$ cat config.mk
export PLATFORM = sky130hd
export DESIGN_NAME = dmem_arbiter
export DESIGN_NICKNAME = d
export VERILOG_FILES = /design/src/rtl/dmem_arb_pkg.sv /design/src/rtl/dmem_arbiter.sv
export SDC_FILE = /design/constraint.sdc
export NUM_CORES = 1
export LEC_CHECK = 0
export CAP_MARGIN = 20
export CORE_ASPECT_RATIO = 0.5
export CORE_MARGIN = 10
export CORE_UTILIZATION = 32
export DETAILED_ROUTE_END_ITERATION = 12
export PLACE_DENSITY = 0.7
export SYNTH_ARGS = -nofsm -noshare
export SYNTH_HDL_FRONTEND = slang
export SYNTH_SLANG_ARGS = --single-unit
$ cat constraint.sdc
create_clock -name clk -period 2.3 [get_ports clk]
set_input_delay 0.345 -clock clk [delete_from_list [all_inputs] [get_ports clk]]
set_output_delay 0.345 -clock clk [all_outputs]
set_load 0.01 [all_outputs]
$ cat src/rtl/dmem_arb_pkg.sv
// Shared types for the data-memory arbiter: FSM state encoding and requester IDs.
package dmem_arb_pkg;

   typedef enum logic [1:0] {
      IDLE   = 2'd0,
      ACCESS = 2'd1,
      RESP   = 2'd2
   } state_t;

   localparam logic REQ_CPU = 1'b0;
   localparam logic REQ_DBG = 1'b1;

endpackage

$ cat src/rtl/dmem_arbiter.sv
// Round-robin arbiter sharing data_memory between CPU and debug ports; req sampled in IDLE -> gnt two cycles later.
// One access per three cycles; a losing requester holds req (CPU sees cpu_stall) until its gnt pulse.
module dmem_arbiter
   import dmem_arb_pkg::*;
#(
   parameter int AW = 32,
   parameter int DW = 32
) (
   input  logic          clk,
   input  logic          rst_n,
   input  logic          cpu_req,
   input  logic          cpu_we,
   input  logic [AW-1:0] cpu_addr,
   input  logic [DW-1:0] cpu_wdata,
   output logic          cpu_gnt,
   output logic          cpu_rvalid,
   output logic [DW-1:0] cpu_rdata,
   output logic          cpu_stall,
   input  logic          dbg_req,
   input  logic          dbg_we,
   input  logic [AW-1:0] dbg_addr,
   input  logic [DW-1:0] dbg_wdata,
   output logic          dbg_gnt,
   output logic          dbg_rvalid,
   output logic [DW-1:0] dbg_rdata,
   output logic [AW-1:0] mem_addr,
   output logic [DW-1:0] mem_wdata,
   output logic          mem_we,
   input  logic [DW-1:0] mem_rdata
);

   state_t        r_state;
   state_t        w_state_nxt;
   logic          r_last_winner;
   logic          r_id_q;
   logic          r_we_q;
   logic [AW-1:0] r_addr_q;
   logic [DW-1:0] r_wdata_q;
   logic [DW-1:0] r_rdata_q;
   logic          w_any_req;
   logic          w_pick;
   logic          w_resp;

   // On a conflict the port that did not win last time gets the memory.
   assign w_any_req = cpu_req | dbg_req;
   assign w_pick    = (cpu_req & dbg_req) ? ~r_last_winner : (cpu_req ? REQ_CPU : REQ_DBG);

   always_ff @(posedge clk) begin
      if (!rst_n) begin
         r_state       <= IDLE;
         r_last_winner <= REQ_DBG;
         r_id_q        <= REQ_CPU;
         r_we_q        <= 1'b0;
         r_addr_q      <= '0;
         r_wdata_q     <= '0;
         r_rdata_q     <= '0;
      end else begin
         r_state <= w_state_nxt;
         if (r_state == IDLE && w_any_req) begin
            r_id_q        <= w_pick;
            r_last_winner <= w_pick;
            r_we_q        <= (w_pick == REQ_DBG) ? dbg_we    : cpu_we;
            r_addr_q      <= (w_pick == REQ_DBG) ? dbg_addr  : cpu_addr;
            r_wdata_q     <= (w_pick == REQ_DBG) ? dbg_wdata : cpu_wdata;
         end
         if (r_state == ACCESS && !r_we_q) begin
            r_rdata_q <= mem_rdata;
         end
      end
   end

   // Gating with rst_n keeps a reset landing in ACCESS/RESP from writing or granting.
   assign w_resp = (r_state == RESP) & rst_n;

   always_comb begin
      w_state_nxt = r_state;
      mem_addr    = r_addr_q;
      mem_wdata   = r_wdata_q;
      mem_we      = 1'b0;
      cpu_gnt     = 1'b0;
      dbg_gnt     = 1'b0;
      cpu_rvalid  = 1'b0;
      dbg_rvalid  = 1'b0;
      case (r_state)
         IDLE: begin
            if (w_any_req) w_state_nxt = ACCESS;
         end
         ACCESS: begin
            mem_we      = r_we_q & rst_n;
            w_state_nxt = RESP;
         end
         RESP: begin
            cpu_gnt     = w_resp & (r_id_q == REQ_CPU);
            dbg_gnt     = w_resp & (r_id_q == REQ_DBG);
            cpu_rvalid  = cpu_gnt & ~r_we_q;
            dbg_rvalid  = dbg_gnt & ~r_we_q;
            w_state_nxt = IDLE;
         end
         default: w_state_nxt = IDLE;
      endcase
   end

   assign cpu_rdata = r_rdata_q;
   assign dbg_rdata = r_rdata_q;
   assign cpu_stall = cpu_req & ~cpu_gnt;

endmodule

==> metrics.md <==
| Metric | Value |
|---|---|
| Status | finished clean |
| Bufs on Longest Clock Path | 2 |
| Post-route minimum period | 2.12 ns |
| R2R Setup Slk | 0.49 ns |
| Post-Syn Area | about 0.0051 mm² |
| Post-CTS sizing | 0 |
| IO Count | 300 |
| TritonCTS clock tree | yes |
| Sequential share of the synthesized area | 39.8% |
| Mapped Nets | 732 |
| Syn. warnings | 0 |
| Global route total overflow | 0 |
| Netlist cell types | 31 |
| Setup CP Type | register to output port |
| Synth Instances | 566 |
| Slew margin rel. | 33.2% |
| Slew @ Worst Pin | between 0.9 and 1 ns |
| Vias in the first global route | 5,264 |
| Sequential power share | 40.4% |
| Drt drc | 0 |
| Clk pwr share | 29.3% |
| Clock transition at path regs | 0.07 ns |
| CP cell instances | nand3b_1 > nor2_1 > clkdlybuf4s50_1 |
| Post-DP HPWL | 14,600 µm |
| Worst Path Max Fanout | 6 |
| Max-cap violations | 0 |
| Fin nets | between 900 and 1,000 |
| Clock Tree Root | clkbuf_16 |
| Critical Path Sink Type | output port |
| DRT Pass-1 Iters | 4 |
| Psw | 0.00145 W |
| Switching share of power | 28.9% |
| Final setup margin | 0.181 ns |
| Post-CTS Setup Bufs | 0 |
| R2R depth | 3 |
| Critical Path Slowest Stage Cell | clkdlybuf4s50_1 |
| FF+latch count, synth | 101 |
| Crit path arrival time | 1.77 ns |
| Syn_area_per_cell | 8.97 µm² |
| RSZ-0062 raised after global routing | no |
| TritonCTS Sinks | 101 |
| Final setup viols | 0 |
| Hold_sp | rst_n |
| Die ar. | 0.0216 mm² |
| WL final | 19,900 µm |
| Port Buffers | roughly 300 |
| Crit share post-route | 92.1% |
| Initial antenna violation count | 0 |
| FF-to-FF Start | r_state[1] |
| Num rows | 32 |
| Pleak | 3.42 nW |
| Total CTS buffers | 9 |
| Starting Density | between 30% and 40% |
| Worst setup SP type | register |
| Share of cells above drive strength 1 | 6.76% |
| Routed vias/inst | 5.14 |
| Worst min-delay path class | input port to register |
| Area Growth Syn to Fin | 63.0% |
| PwrDens | 607 mW/mm² |
| GRT Util Overall | 17.3% |
| VDD IR-drop max | about 390 µV |
| Number of synthesized flops with an enable pin | 0 |
| Worst Hold Path EP | r_state[1] |
| Clock Latency Late Sink | 0.35 ns |
| CTS Hold Buffers Added | 0 |
| Async S/R FF share, synth | 0% |
| Worst Clk Skew | 0.0114 ns |
| Routed len/inst | ~20 µm |
| Setup WS pre-CTS | 0.161 ns |
| WP buf/inv | 1 |
| Chip Height | 109 µm |
| CP delay by family, top | buffers and inverters |
| CP max stage delay | 0.58 ns |
| Inserted Diodes | 0 |
| Routed Antenna Nets | 0 |
| Prevailing post-synth register cell | dfxtp_1 |
| Final Hold Vio Count | 0 |
| Fmax | 0.472 GHz |
| Sum Neg Setup Slack | 0 ns |
| Global-route wire length before repair | roughly 30,000 µm |
| WP data required | 1.96 ns |
| Final GP Congestion | 0.761 |
| Combinational share of power | 30.3% |
| Reg2reg end | mem_addr[8] |
| Largest net degree at the start of global routing | 67 |
| Routed vias | 5,160 |
| Int Power | 0.00357 W |
| CORE AREA | 0.0155 mm² |
| Worst hold path depth | 3 |
| Final slew viol count | 0 |
| Critical path depth in cells | 3 |
| Drt first-iter violations | approximately 260 |
| Die width | 198 µm |
| H-tree depth | 3 |
[final cells by class]
type	instances	area, µm²
repair buffers	316	3160
flip-flops and latches	101	2020
clock buffers	9	225
inverters	2	7.51
clock inverters	7	57.6
well taps	204	255
multi-input cells	364	2550
fillers	1414	7180
[layout by cell type, fill, tap and decap left out, types with 2 or more instances in the layout]
cell type | Yosys | routed
buf_4 | 33 | 13
clkbuf_16 | 0 | 9
nor3_1 | 2 | 2
buf_12 | 0 | 4
clkinvlp_4 | 0 | 2
buf_2 | 11 | 2
a311o_1 | 14 | 14
a21o_1 | 51 | 51
o311a_1 | 51 | 51
clkdlybuf4s50_1 | 0 | 297
nand2_1 | 64 | 64
dfxtp_1 | 101 | 101
and3_1 | 52 | 52
a21oi_1 | 32 | 32
nor2_1 | 5 | 5
a21boi_0 | 66 | 66
o221a_2 | 13 | 13
clkinv_4 | 0 | 2
[cells by family (layout without fill, tap and decap cells)]
logic type | after synthesis | in the layout | synth area share, %
buf+inv | 101 | 334 | 10.4
compound gates | 230 | 230 | 36.6
simple gates | 134 | 134 | 13.2
flops | 101 | 101 | 39.8
[worst reg2reg max path, delay by kind of cell, from the launching register on]
family / cells / cell delay (ns)
compound gates: 1 / 0.33
flops: 1 / 0.38
simple gates: 2 / 1.06
[power groups by stage]
stage,sequential [W],clock (W),combinational [W]
4_1_cts,0.00203,0.00152,0.00154
6_report,0.00203,0.00147,0.00152
3_5_place_dp,0.00207,0,0.00154
5_1_grt,0.00205,0.00158,0.00164
2_1_floorplan,0.00213,0,0.000652
3_3_place_gp,0.00206,0,0.00152
[stage by stage]
step                      utilization, %  total power, W  std cells  cell area, µm²  hold slack [ns]
after global placement              51.7         0.00358        987            7990            0.456
after floorplan                        -         0.00279        566            5080            0.474
after global routing                53.5         0.00528       1003            8270            0.351
final                               53.5         0.00502       1003            8270            0.324
after detailed placement            51.7         0.00360        987            7990            0.461
after CTS                           53.5         0.00509       1003            8270            0.313
[worst max-delay path by stage]
stage,start,to,slack [ns]
floorplan,cpu_req,mem_addr[14],0.79
global placement,dbg_req,mem_addr[6],0.20
detailed placement,dbg_req,mem_addr[8],0.16
CTS,r_state[1],cpu_gnt,0.16
global route,r_state[1],cpu_gnt,0.08
finish,r_state[1],cpu_gnt,0.18
[cell usage after synthesis, types with 5 or more instances]
cell type	instances	area [µm²]
dfxtp_1	101	2020
a21boi_0	66	495
nand2_1	64	240
clkbuf_1	53	199
and3_1	52	325
a21o_1	51	383
o311a_1	51	510
buf_4	33	248
a21oi_1	32	160
a311o_1	14	140
o221a_2	13	146
buf_2	11	55.1
nor2_1	5	18.8
[flip-flops by register name (all words and copies together) (netlist names)]
name and flops:
r_last_winner 1, r_state 2, cpu_rdata 32, r_we_q 1
mem_wdata 32, r_id_q 1, mem_addr 32
[layer usage]
metal,vias to the layer above,global-route usage [%],share of wire [%]
li1,2519,-,-
met1,2464,18.8,39
met2,148,32.5,53
met3,29,4.55,6.0
met4,0,5.45,2.2
met5,-,0,0
Power figures use the tool's default switching activity.
